--- src/rtl/axis_st_pkt_arb_pkg.sv ---
// rtl/axis_st_pkt_arb_pkg.sv - shared types and round-robin search for the packet arbiter
package axis_st_pkt_arb_pkg;

   typedef enum logic {ST_IDLE, ST_LOCKED} state_t;

   localparam int RR_MAX = 16;

   // Scan last+1, last+2, ... (mod n); iterating downward lets the nearest hit win.
   function automatic logic [3:0] rr_next(input logic [RR_MAX-1:0] req,
                                          input logic [3:0]        last,
                                          input int                n);
      logic [3:0] pick;
      int         idx;
      pick = last;
      for (int k = RR_MAX; k >= 1; k--) begin
         if (k <= n) begin
            idx = (int'(last) + k) % n;
            if (req[idx[3:0]]) pick = idx[3:0];
         end
      end
      return pick;
   endfunction

endpackage

--- src/rtl/axis_st_reg_slice.sv ---
// rtl/axis_st_reg_slice.sv - 2-entry full-throughput skid slice with registered upstream ready
module axis_st_reg_slice #(
   parameter int WIDTH = 8
) (
   input  logic             clk,
   input  logic             reset,
   input  logic             s_valid,
   output logic             s_ready,
   input  logic [WIDTH-1:0] s_data,
   output logic             m_valid,
   input  logic             m_ready,
   output logic [WIDTH-1:0] m_data
);

   logic             skid_valid;
   logic [WIDTH-1:0] skid_data;
   logic             s_fire;

   // Ready depends only on the skid register, so m_ready never reaches upstream combinationally.
   assign s_ready = ~skid_valid;
   assign s_fire  = s_valid & s_ready;

   always_ff @(posedge clk) begin
      if (reset) begin
         m_valid    <= 1'b0;
         m_data     <= '0;
         skid_valid <= 1'b0;
         skid_data  <= '0;
      end else if (!m_valid || m_ready) begin
         if (skid_valid) begin
            m_valid    <= 1'b1;
            m_data     <= skid_data;
            skid_valid <= 1'b0;
         end else begin
            m_valid <= s_fire;
            if (s_fire) m_data <= s_data;
         end
      end else if (s_fire) begin
         skid_valid <= 1'b1;
         skid_data  <= s_data;
      end
   end

endmodule

--- src/rtl/axis_st_pkt_arb.sv ---
// rtl/axis_st_pkt_arb.sv - packet-locked round-robin merge of N AXI4-Stream requesters
module axis_st_pkt_arb #(
   parameter int N_REQ  = 4,
   parameter int DATA_W = 32,
   parameter int ID_W   = 8,
   parameter int DEST_W = 4,
   parameter int USER_W = 1
) (
   input  logic                       clk,
   input  logic                       reset,
   input  logic [N_REQ-1:0]           s_tvalid,
   output logic [N_REQ-1:0]           s_tready,
   input  logic [N_REQ-1:0]           s_tlast,
   input  logic [N_REQ*DATA_W-1:0]    s_tdata,
   input  logic [N_REQ*DATA_W/8-1:0]  s_tstrb,
   input  logic [N_REQ*DATA_W/8-1:0]  s_tkeep,
   input  logic [N_REQ*ID_W-1:0]      s_tid,
   input  logic [N_REQ*DEST_W-1:0]    s_tdest,
   input  logic [N_REQ*USER_W-1:0]    s_tuser,
   output logic                       m_tvalid,
   input  logic                       m_tready,
   output logic [DATA_W-1:0]          m_tdata,
   output logic [DATA_W/8-1:0]        m_tstrb,
   output logic [DATA_W/8-1:0]        m_tkeep,
   output logic                       m_tlast,
   output logic [ID_W-1:0]            m_tid,
   output logic [DEST_W-1:0]          m_tdest,
   output logic [USER_W-1:0]          m_tuser,
   output logic                       grant_valid,
   output logic [$clog2(N_REQ)-1:0]   grant_idx
);

   import axis_st_pkt_arb_pkg::*;

   localparam int IDX_W  = $clog2(N_REQ);
   localparam int KEEP_W = DATA_W / 8;
   localparam int PAY_W  = DATA_W + 2 * KEEP_W + 1 + ID_W + DEST_W + USER_W;

   state_t           state;
   logic [IDX_W-1:0] owner;
   logic [IDX_W-1:0] last_owner;
   logic             slice_in_ready;
   logic             sel_valid;
   logic             sel_last;
   logic             accept;
   logic [PAY_W-1:0] sel_payload;
   logic [PAY_W-1:0] out_payload;

   assign grant_idx = owner;
   assign sel_valid = (state == ST_LOCKED) & s_tvalid[owner];
   assign sel_last  = s_tlast[owner];
   assign accept    = sel_valid & slice_in_ready;

   assign sel_payload = {s_tdata[owner*DATA_W +: DATA_W],
                         s_tstrb[owner*KEEP_W +: KEEP_W],
                         s_tkeep[owner*KEEP_W +: KEEP_W],
                         s_tlast[owner],
                         s_tid[owner*ID_W +: ID_W],
                         s_tdest[owner*DEST_W +: DEST_W],
                         s_tuser[owner*USER_W +: USER_W]};

   assign {m_tdata, m_tstrb, m_tkeep, m_tlast, m_tid, m_tdest, m_tuser} = out_payload;

   always_comb begin
      s_tready = '0;
      if (state == ST_LOCKED) s_tready[owner] = slice_in_ready;
   end

   // The arbitration cycle accepts nothing; the lock drops only on an accepted tlast beat.
   always_ff @(posedge clk) begin
      if (reset) begin
         state       <= ST_IDLE;
         owner       <= '0;
         last_owner  <= IDX_W'(N_REQ - 1);
         grant_valid <= 1'b0;
      end else begin
         case (state)
            ST_IDLE: begin
               if (|s_tvalid) begin
                  owner       <= IDX_W'(rr_next(RR_MAX'(s_tvalid), 4'(last_owner), N_REQ));
                  grant_valid <= 1'b1;
                  state       <= ST_LOCKED;
               end
            end
            ST_LOCKED: begin
               if (accept && sel_last) begin
                  state       <= ST_IDLE;
                  grant_valid <= 1'b0;
                  last_owner  <= owner;
               end
            end
            default: state <= ST_IDLE;
         endcase
      end
   end

   axis_st_reg_slice #(
      .WIDTH (PAY_W)
   ) u_slice (
      .clk     (clk),
      .reset   (reset),
      .s_valid (sel_valid),
      .s_ready (slice_in_ready),
      .s_data  (sel_payload),
      .m_valid (m_tvalid),
      .m_ready (m_tready),
      .m_data  (out_payload)
   );

endmodule

--- config.mk ---
export PLATFORM = sky130hd
export DESIGN_NAME = axis_st_pkt_arb
export DESIGN_NICKNAME = d
export VERILOG_FILES = /design/src/rtl/axis_st_pkt_arb_pkg.sv /design/src/rtl/axis_st_reg_slice.sv /design/src/rtl/axis_st_pkt_arb.sv
export SDC_FILE = /design/constraint.sdc
export NUM_CORES = 1
export LEC_CHECK = 0
export ABC_AREA = 1
export ABC_CLOCK_PERIOD_IN_PS = 3920
export CAP_MARGIN = 20
export CORE_UTILIZATION = 46
export CTS_BUF_LIST = sky130_fd_sc_hd__clkbuf_4 sky130_fd_sc_hd__clkbuf_8 sky130_fd_sc_hd__clkbuf_16
export CTS_CLUSTER_SIZE = 8
export DETAILED_ROUTE_END_ITERATION = 7
export MAX_ROUTING_LAYER = met4
export PLACE_DENSITY = 0.87
export SLEW_MARGIN = 20
export SYNTH_ARGS = -nofsm -noshare
export SYNTH_HDL_FRONTEND = slang
export SYNTH_SLANG_ARGS = --single-unit
--- constraint.sdc ---
create_clock -name clk -period 3.92 [get_ports clk]
set_input_delay 0.392 -clock clk [delete_from_list [all_inputs] [get_ports clk]]
set_output_delay 0.392 -clock clk [all_outputs]
set_load 0.01 [all_outputs]
Word level (Yosys, flattened, before mapping) --
Index checks and enable logic that the tools add are counted.
Storage, ports and cells: logic and storage cells 80, input bits 223, flip-flop bits (word level) 116
Operators by class: equality and inequality tests 2, reduce and logical (&&, ||, !) cells 16, bitwise gates (word level) 10, order comparisons 6, mux-type cells 28, shift operators 6, add/subtract/negate cells 4
Operators by type and width (count):
- 128-bit by 8-bit indexed part select with 32-bit output | 1
- 54-bit two-way mux | 2
- 16-bit by 5-bit indexed part select with 4-bit output | 3
- 32-bit by 6-bit indexed part select with 8-bit output | 1
- 4-bit by 5-bit < comparator with 1-bit output, second input constant | 4
- 1-bit binary-select mux with 3-bit select | 4
- 1-bit two-way mux | 12
- 2-bit AND reduction | 5
- 2-bit OR reduction | 5
- 2-bit two-way mux | 4
- 2-bit by 1-bit adder with 2-bit output, second input constant | 2
- 2-bit adder, second input constant | 2
- 1-bit bitwise AND, first input constant | 4
- 4-bit bitwise AND | 1
- 1-bit binary-select mux with 2-bit select | 2
- 4-bit two-way mux | 1
- 1-bit case mux with 2 select lines | 2
- 4-bit OR reduction | 1
- 4-bit by 3-bit indexed part select with 1-bit output | 1
- 2-bit by 3-bit < comparator with 1-bit output, second input constant | 1
- 1-bit inverter | 3
- 1-bit bitwise AND | 2
- 1-bit demux with 2-bit select | 1
- 2-bit by 1-bit >= comparator with 1-bit output, second input constant | 1
- other kinds (6) | 7

Logic depth before layout (Yosys ltp) --
Gate-level depths: netlist of run 1.
depth after elaboration 9, mapped depth 12, mapped depth without buffers 10

By module --
Synthesis of run 1 repeated with hierarchy kept, for this count alone.
Second synthesis, totals: cell total of the unflattened synthesis 1110, area total of the unflattened synthesis 6814.0 um^2
By module, submodules not included:
- axis_st_reg_slice | cells each 822, area an instance 5142.4 um^2, instances 1, sequential area each 2202.1 um^2
- axis_st_pkt_arb | cells each 288, area an instance 1671.6 um^2, instances 1, sequential area each 120.1 um^2

Worst setup path after synthesis of run 1 --
Ideal clock, no wire load.
kind register -> register, from register owner[0] (netlist: grant_idx[0]), to register u_slice.m_data[28], stages on the path, launching flop included 13, path buffers 3, required time 3807 ps, path slack 2379 ps, arrival 1428 ps, clock period less this slack 1541 ps, cells stage by stage dfxtp_1 -> buf_4 -> nand2_1 -> o21ai_1 -> nand2_1 -> nand2_2 -> nand2_1 -> nand2_1 -> nand2_2 -> buf_6 -> buf_6 -> nor2_1 -> nor2_1
Between the ends: word-level cells in the longest chain between the ends 6, elaborated cells between the ends (all ways) 9, those cells by class 1 x shift; 4 x mux; 2 x bitwise; 2 x reduce/logical
Ends and longest elaborated chain:
- from (decl) | RTL line axis_st_pkt_arb.sv:40 | logic [IDX_W-1:0] owner;
- from (signal assigned) | RTL line axis_st_pkt_arb.sv:80 | owner <= IDX_W'(rr_next(RR_MAX'(s_tvalid), 4'(last_owner), N_REQ));
- branches (longest 6 deep; another with 128-bit by 8-bit indexed part select with 32-bit output)
- to (signal assigned) | RTL line axis_st_reg_slice.sv:32 | m_data <= skid_data;
- to (signal assigned) | RTL line axis_st_reg_slice.sv:36 | if (s_fire) m_data <= s_data;
- to (decl) | RTL line axis_st_reg_slice.sv:12 | output logic [WIDTH-1:0] m_data
Several ways; the timed one is not identified. The select of a mux whose other input is x is not followed. A chain may end at the register's enable or synchronous reset.

Final worst setup path of run 1 --
from register u_slice.skid_valid, to output s_tready[1]
Between the ends: word-level cells in the longest chain between the ends 3
Ends and longest elaborated chain:
- from (decl) | RTL line axis_st_reg_slice.sv:15 | logic skid_valid;
- from (signal assigned) | RTL line axis_st_reg_slice.sv:27 | skid_valid <= 1'b0;
- from (signal assigned) | RTL line axis_st_reg_slice.sv:33 | skid_valid <= 1'b0;
- from (signal assigned) | RTL line axis_st_reg_slice.sv:39 | skid_valid <= 1'b1;
- 1-bit inverter | RTL line axis_st_reg_slice.sv:20 | assign s_ready = ~skid_valid;
- 4-bit bitwise AND (no line)
- 4-bit two-way mux | RTL line axis_st_pkt_arb.sv:66 | if (state == ST_LOCKED) s_tready[owner] = slice_in_ready;
- to (decl) | RTL line axis_st_pkt_arb.sv:12 | output logic [N_REQ-1:0] s_tready,
Every way passes these cells.

==> flow_summary.ini, run 1 <==
[route]
viasPerCell = 5.00
wl_um = 20200
drtIter0Drc = 609
dr.pass1.iters = 5
wire_per_inst_um = 13.6
ant_nets = 0
drcViolationCount = 0
vias = 7398

[clocking]
cts_tree = yes
clock_latency_ns = 0.41
htreeDepth = 4
cts_buffer_depth = 2
clockRootBuffer = clkbuf_16
ctsResizeCount = 0
hold_buffers = 0
post_cts_buffers = 0
clk_pin_slew_ns = 0.05
clock_sinks = 116
numCtsBuffers = 17

[die]
core_area_mm2 = 0.0135
row_count = 42
floorplan.initialDensity_pct = 47.8
dieArea_mm2 = 0.0145
dieHeight_um = 120
ios = 285
die_w_um = 120

[layout]
nets = 1517
antenna_cells = 0
layout_common_cells = 381 x nand2_1, 284 x clkdlybuf4s50_1, 122 x inv_1
fin_cells = 1481
syn2layout_area_growth_pct = 52.9
layout_commonest_cell = nand2_1
fin_area_mm2 = 0.00983
final_layout_size_suffix_gt1_share_pct = 3.75

[setup_path]
cp_num_buf_inv = 2
critical_path_class = reg -> out
worstPathMaxFanout = 37
start_kind = register
path_cells = nor2_1 -> inv_1 -> nor3_1 -> clkdlybuf4s50_1
cp_num_cells = 4
cp-end-kind = output pin
r2r_cells = 5
crit_family = buffers and inverters
slowest_stage = clkdlybuf4s50_1
crit_path_max_incr_delay_ns = 0.64
worst_ep_required_time_ns = 3.53
arrival_ns = 2.40

[power]
leakagePower_nw = 4.34
pwr-share-clk_pct = 36.3
power.internal_mw = 2.85
p_comb_share_pct = 30.7
switchingPower_mw = 1.22
swShare_pct = 30.0
power.density_mw_per_mm2 = 414
peakVddDrop_mv = 0.297
seq_power_share_pct = 32.9

[logic_synthesis]
synth-adder-area-share_pct = 0
synthTopCellsByArea = dfxtp_1 36%, nand2_1 22%, a22oi_1 8.2%
synth_nets = 1275
netlist_instances = 1052
synth.yosys.seq_area_share_pct = 36.1
synth-simple-area-share_pct = 32.4
yosysTopAreaCellShare_pct = 36.1
synth_top_cell_by_area = dfxtp_1
synth_top_family_by_area = simple AND/OR/NAND/NOR gates
yosys_warnings = 0
synth_xor_area_share_pct = 0
ys_ff_latch = 116
synth_mux_area_share_pct = 0
syn_avg_cell_area_um2 = 6.11
syn_area_mm2 = 0.00643
synth_compound_area_share_pct = 19.1
synthDistinctLibCells = 22

[timing]
finalMaxSlewViolations = 0
rsz0062_at_grt = no
relSlewSlack_pct = 32.6
setup_viol = 0
max_clock_freq_mhz = 358
fin_setup_tns_ns = 0
worst_pin_slew_ns = 1.01
hold_violations = 0
fin_crit_ns = 2.80
clock_skew_ns = 0.00934
whs_ns = 0.443
fin_crit_sh_pct = 71.3

[status]
status = finished clean

[placement]
post_dp_cell_area_mm2 = 0.00925
gp_congestion = 0.842
port_buffers = 284
dp.cells = 1451
place_hpwl_um = 13700

[run]
cap_viol_max_count = 0

[worst_hold_path]
hold_path_depth = 2
holdCritPathClass = reg -> reg

[global_route]
antenna_found_initial = 0
grt_pass1_vias = 7072
groute.usage.overall_pct = 29.4
grt_overflow_total = 0
grt_pass1_wl_um = 33100
grt_max_degree = 110
## flip-flops by register name (all words and copies together), names as in the netlist
signal / cells
state: 1
u_slice.m_data: 54
grant_valid: 1
u_slice.skid_data: 54
u_slice.skid_valid: 1
u_slice.m_valid: 1
grant_idx: 2
last_owner: 2
## metrics by stage
step	util [%]	setup WS [ns]	total power, mW
after detailed placement	68.8	1.38	2.60
after global placement	68.8	1.45	2.58
after CTS	73.0	1.11	4.09
after floorplan	-	2.38	2.05
after global routing	73.1	1.04	4.31
final	73.1	1.12	4.07
## logic make-up (layout without fill, tap and decap cells)
family,Yosys count,after routing
and+or+nand+nor,532,532
AOI/OAI and AO/OA,209,209
buffers and inverters,195,448
DFF,116,116
## power groups by stage
stage	logic (mW)	registers [mW]	clock network, mW
after detailed placement	1.24	1.36	0
after CTS	1.25	1.34	1.50
after global placement	1.22	1.36	0
final	1.25	1.34	1.48
after global routing	1.40	1.35	1.56
after floorplan	0.668	1.38	0
## synthesized netlist by cell type (all sizes together)
master,n
a21oi,59
a22oi,70
buf,44
clkbuf,25
dfxtp,116
inv,126
nand2,383
nand3,8
nand4,19
nor2,119
nor3,3
o211ai,2
o21ai,78
## final timing paths
kind,startpoint,to,slack (ns)
setup / recovery,u_slice.skid_valid,s_tready[1],1.12
hold / removal,u_slice.skid_data[46],u_slice.skid_data[46],0.44
setup reg to reg,u_slice.skid_valid,u_slice.skid_data[49],1.45
hold reg to reg,u_slice.skid_data[46],u_slice.skid_data[46],0.44
## cell type report
class	instances	area, µm²
fill	1100	3620
multi-input combinational	741	3340
timing repair buffer	292	2900
sequential	116	2320
clock buffer	26	531
inverter	126	474
tap	176	220
clock inverter	4	45.0
## worst reg2reg max path, cell delays in order (launching register included)
cell	delay (ns)
dfxtp_2	0.86
nor2_1	0.25
nand3_4	0.13
buf_4	0.73
o21ai_0	0.26
a21oi_1	0.16
## layer usage
layer	GRT usage, %	wire (µm)
met1	34.0	8650
met2	49.8	10000
met3	6.32	1050
met4	11.2	493
met5	-	0
(Power assumes the default switching activity.)
==> run 2, diff against run 1 <==
ABC_CLOCK_PERIOD_IN_PS = 2900   (was 3920)
CORE_UTILIZATION = 43   (was 46)
PLACE_DENSITY = 0.82   (was 0.87)
clock period = 2.9 ns   (was 3.92 ns; I/O delays follow)
==> run 2 against run 1 <==
Clock-buffer cell count fell by 3. Power rose by 42%. Design area rose by 1.6%. Clock skew fell by 0.0011 ns. Routed wire length rose by 1.3%. Register-to-register slack got worse by 0.83 ns. Worst setup slack got worse by 0.54 ns. Critical path depth fell by 1. Largest cell class unchanged.
==> flow_summary.ini, run 2 (synthesis gave the netlist of run 1 again) <==
[timing]
fin_crit_sh_pct = 79.9
clock_skew_ns = 0.00822
worst_pin_slew_ns = 0.763
hold_violations = 0
relSlewSlack_pct = 49.1
fin_setup_tns_ns = 0
max_clock_freq_mhz = 432
fin_crit_ns = 2.32
finalMaxSlewViolations = 0
rsz0062_at_grt = no
setup_viol = 0

[power]
power.density_mw_per_mm2 = 578
switchingPower_mw = 1.70
p_comb_share_pct = 29.7
power.internal_mw = 4.07
swShare_pct = 29.5
leakagePower_nw = 4.40
finalPower_mw = 5.77
peakVddDrop_mv = 0.460
pwr-share-clk_pct = 38.9
seq_power_share_pct = 31.4

[route]
dr.pass1.iters = 7
viasPerCell = 4.92
drtIter0Drc = 486
wire_per_inst_um = 13.7
ant_nets = 0
drcViolationCount = 0
wl_um = 20500
vias = 7374

[status]
status = finished clean

[clocking]
clk_pin_slew_ns = 0.05
ctsResizeCount = 0
htreeDepth = 4
clock_sinks = 116
post_cts_buffers = 0
clock_latency_ns = 0.41
numCtsBuffers = 17
cts_tree = yes
clockRootBuffer = clkbuf_16
cts_buffer_depth = 2
hold_buffers = 0

[placement]
gp_congestion = 0.819
place_hpwl_um = 14300
dp.cells = 1466
post_dp_cell_area_mm2 = 0.00935
port_buffers = 284

[global_route]
antenna_found_initial = 0
met1_usage_pct = 31.4
use_met3_pct = 6.23
groute.usage.overall_pct = 27.4
grt_pass1_vias = 7095
grt_overflow_total = 0
grt_pass1_wl_um = 33900
grt_max_degree = 109
use_met2_pct = 46.7
busiest_layer = met2

[die]
core_area_mm2 = 0.0146
dieArea_mm2 = 0.0154
ios = 285
floorplan.initialDensity_pct = 44.1
row_count = 44
dieHeight_um = 124
die_w_um = 124

[setup_path]
cp-end-kind = output pin
worst_ep_required_time_ns = 2.61
reg2reg_to = u_slice.m_data[1]
r2r-start = grant_idx[0]
critical_path_class = reg -> out
r2r_cells = 10
worstPathMaxFanout = 12
r2r_slack_ns = 0.62
arrival_ns = 2.03
start_kind = register

[worst_hold_path]
min-delay-start = u_slice.skid_data[35]
min_to = u_slice.skid_data[35]
holdCritPathClass = reg -> reg
hold_path_depth = 2

[layout]
nets = 1524
fin_area_mm2 = 0.00999
fin_util_pct = 68.5
top_regs = u_slice.m_data x54, u_slice.skid_data x54
layout_common_cells = 381 x nand2_1, 284 x clkdlybuf4s50_1, 122 x inv_1
syn2layout_area_growth_pct = 55.4
layout_commonest_cell = nand2_1
antenna_cells = 0
final_layout_size_suffix_gt1_share_pct = 4.41
fin_cells = 1498

[run]
cap_viol_max_count = 0
==> run 2: cell types whose count changed in the layout (fill, tap and decap cells not counted) <==
| cell | change |
|---|---|
| buf_12 | +3 |
| buf_4 | +4 |
| bufinv_16 | +3 |
| clkbuf_8 | -3 |
| clkinvlp_4 | +2 |
| nand2_4 | +1 |
| nand2_8 | -1 |
==> run 2: worst max-delay path: stages, from the launching register on <==
cell	delay (ns)
dfxtp_1	0.61
inv_1	0.19
nor3_1	0.24
clkdlybuf4s50_1	0.57
==> run 2: final cells by class <==
type / count / area, µm²
fillers: 1280 / 4600
multi-input cells: 741 / 3330
repair buffers: 299 / 2990
flip-flops and latches: 116 / 2320
clock buffers: 23 / 489
inverters: 126 / 474
well taps: 184 / 230
clock inverters: 9 / 150
==> run 2: worst max path at each step <==
stage                 startpoint                 end  slack, ns  depth (start not counted)
floorplan           grant_idx[0]  u_slice.m_data[28]       1.36                         12
finish              grant_idx[0]         s_tready[1]       0.58                          3
CTS                 grant_idx[0]         s_tready[1]       0.56                          3
global placement     s_tvalid[3]  u_slice.m_data[52]       0.60                         12
global route        grant_idx[0]  u_slice.m_data[49]       0.38                         10
detailed placement   s_tvalid[2]  u_slice.m_data[38]       0.52                         11
==> run 2: metal layers <==
metal  share of wire (%)  wire, µm
met3                 5.4      1110
met4                 2.1       437
met5                   0         0
met2                  49     10000
met1                  43      8860
==> run 2: power by group through the flow <==
stage	Sequential, mW	Combinational (mW)	Clock [mW]
2_1_floorplan	1.87	0.902	0
3_3_place_gp	1.84	1.68	0
3_5_place_dp	1.84	1.70	0
4_1_cts	1.81	1.72	2.26
5_1_grt	1.83	1.92	2.35
6_report	1.81	1.72	2.25
==> run 2: stage by stage <==
step	setup slack, ns	hold slack [ns]
after global routing	0.379	0.455
final	0.584	0.443
after CTS	0.558	0.446
after global placement	0.595	0.432
after detailed placement	0.525	0.437
after floorplan	1.36	0.359
==> run 3, diff against run 2 <==
ABC_CLOCK_PERIOD_IN_PS = 2200   (was 2900)
clock period = 2.2 ns   (was 2.9 ns; I/O delays follow)
==> run 3 against run 2 <==
Critical path depth is 2 higher. Combinational power increased by 33%. Worst hold slack worse by 0.0012 ns. Clock skew down 0.0010 ns. Via count rose by 0.61%. Critical path type unchanged. Highest routed layer unchanged.
==> flow_summary.ini, run 3 (synthesis gave the netlist of run 1 again) <==
[clocking]
clock_latency_ns = 0.41
cts_buffer_depth = 2
clock_sinks = 116
htreeDepth = 4
post_cts_buffers = 0
clk_pin_slew_ns = 0.05
hold_buffers = 0
numCtsBuffers = 17
cts_tree = yes
clockRootBuffer = clkbuf_16

[layout]
layout_common_cells = 381 x nand2_1, 283 x clkdlybuf4s50_1, 122 x inv_1
antenna_cells = 0
multi_input_area_mm2 = 0.00333
register_area_mm2 = 0.00233
syn2layout_area_growth_pct = 55.6
final_layout_size_suffix_gt1_share_pct = 5.00
layout_commonest_cell = nand2_1
nets = 1529
fin_cells = 1503
fill_cells = 1291
top_regs = u_slice.m_data x54, u_slice.skid_data x54

[setup_path]
crit_family = buffers and inverters
start_kind = register
reg2reg_to = u_slice.m_data[2]
path_cells = inv_1 -> nor2_2 -> inv_1 -> nor3_1 -> clkdlybuf4s50_1
arrival_ns = 1.88
slowest_stage = clkdlybuf4s50_1
crit_path_max_incr_delay_ns = 0.58
r2r-start = grant_idx[0]
cp_num_buf_inv = 3
worstPathMaxFanout = 4
cp-end-kind = output pin
critical_path_class = reg -> out
r2r_slack_ns = 0.45
crit_top_cell = inv_1
worst_ep_required_time_ns = 1.98
r2r_cells = 9

[global_route]
grt_max_degree = 65
antenna_found_initial = 0
grt_pass1_vias = 7227
grt_pass1_wl_um = 33900
grt_overflow_total = 0
groute.usage.overall_pct = 27.4

[route]
dr.pass1.iters = 5
ant_nets = 0
drcViolationCount = 0
drtIter0Drc = 539
vias = 7419
wl_um = 20100
wire_per_inst_um = 13.3
viasPerCell = 4.94

[power]
leakagePower_nw = 4.44
peakVddDrop_mv = 0.561
power.density_mw_per_mm2 = 727

[timing]
fin_crit_sh_pct = 95.7
finalMaxSlewViolations = 0
clock_skew_ns = 0.00720
hold_violations = 0
worst_pin_slew_ns = 0.487
relSlewSlack_pct = 67.5
max_clock_freq_mhz = 475
fin_crit_ns = 2.10
setup_viol = 0
rsz0062_at_grt = no
fin_setup_tns_ns = 0

[placement]
port_buffers = 284
gp_congestion = 0.830
dp.cells = 1471
place_hpwl_um = 14300

[worst_hold_path]
min_to = u_slice.skid_data[47]
min-delay-start = u_slice.skid_data[47]
hold_path_depth = 2
holdCritPathClass = reg -> reg

[die]
die_w_um = 124
dieArea_mm2 = 0.0154
dieHeight_um = 124
row_count = 44
floorplan.initialDensity_pct = 44.1
core_area_mm2 = 0.0146
ios = 285

[status]
status = finished clean

[run]
cap_viol_max_count = 0
==> run 3: cell types whose count changed in the layout (fill, tap and decap cells not counted), sizes merged <==
cell,change
buf,+5
bufinv,-4
clkbuf,+6
clkdlybuf4s50,-1
dlymetal6s2s,+1
clkinvlp,-2
==> run 3: worst max-delay path by stage <==
stage	startpoint	slack [ns]	to	depth (start not counted)
5_1_grt	state	0.002	s_tready[0]	5
3_3_place_gp	s_tvalid[2]	0.28	u_slice.m_data[2]	11
2_1_floorplan	grant_idx[0]	0.66	u_slice.m_data[28]	12
4_1_cts	grant_idx[0]	0.02	s_tready[1]	3
6_report	state	0.1	s_tready[0]	5
3_5_place_dp	s_tvalid[0]	0.23	u_slice.m_data[7]	12
==> run 3: metal layers <==
metal	global-route usage, %	vias to the layer above	wire (µm)
met5	-	-	0
met4	9.50	0	424
met3	6.23	36	1020
met2	45.6	224	9800
met1	32.3	3333	8820
li1	-	3826	-
==> run 3: worst register-to-register path, stage by stage (launching register included) <==
cell and delay, ns:
dfxtp_2 0.45, inv_1 0.14, nor2_4 0.14, buf_4 0.35, nand2_1 0.17, nand4_1 0.15, nand2_1 0.06, o21ai_0 0.08
nor2_1 0.06, nor2_1 0.10
==> run 3: where the power goes <==
part           internal, mW  switching [mW]
Combinational          1.10            1.18
Sequential             2.27           0.108
Clock                  1.70           0.915
Total                  5.08            2.20
==> run 3: final cells by class <==
cell class,instances,share of cell area [%]
Clock inverter,3,0.150
Inverter,126,4.74
Clock buffer,29,5.59
Multi-Input combinational cell,741,33.3
Timing Repair Buffer,304,30.7
Tap cell,184,2.30
Sequential cell,116,23.2
==> run 3: timing repair <==
item                       4_1_cts  5_1_grt
cloned                           0        0
resized for setup                1        3
setup endpoints to repair        1        3
pin swaps                        0        0
==> run 3: stage by stage <==
| step | cell area [µm²] | power (mW) | hold slack [ns] | worst slack (ns) | utilization [%] |
|---|---|---|---|---|---|
| after detailed placement | 9430 | 4.69 | 0.435 | 0.227 | 64.6 |
| after global placement | 9430 | 4.65 | 0.430 | 0.277 | 64.6 |
| after CTS | 10000 | 7.32 | 0.443 | 0.0210 | 68.6 |
| final | 10000 | 7.28 | 0.442 | 0.0952 | 68.6 |
| after global routing | 10000 | 7.72 | 0.458 | 0.00151 | 68.6 |
| after floorplan | 6430 | 3.65 | 0.289 | 0.659 | - |
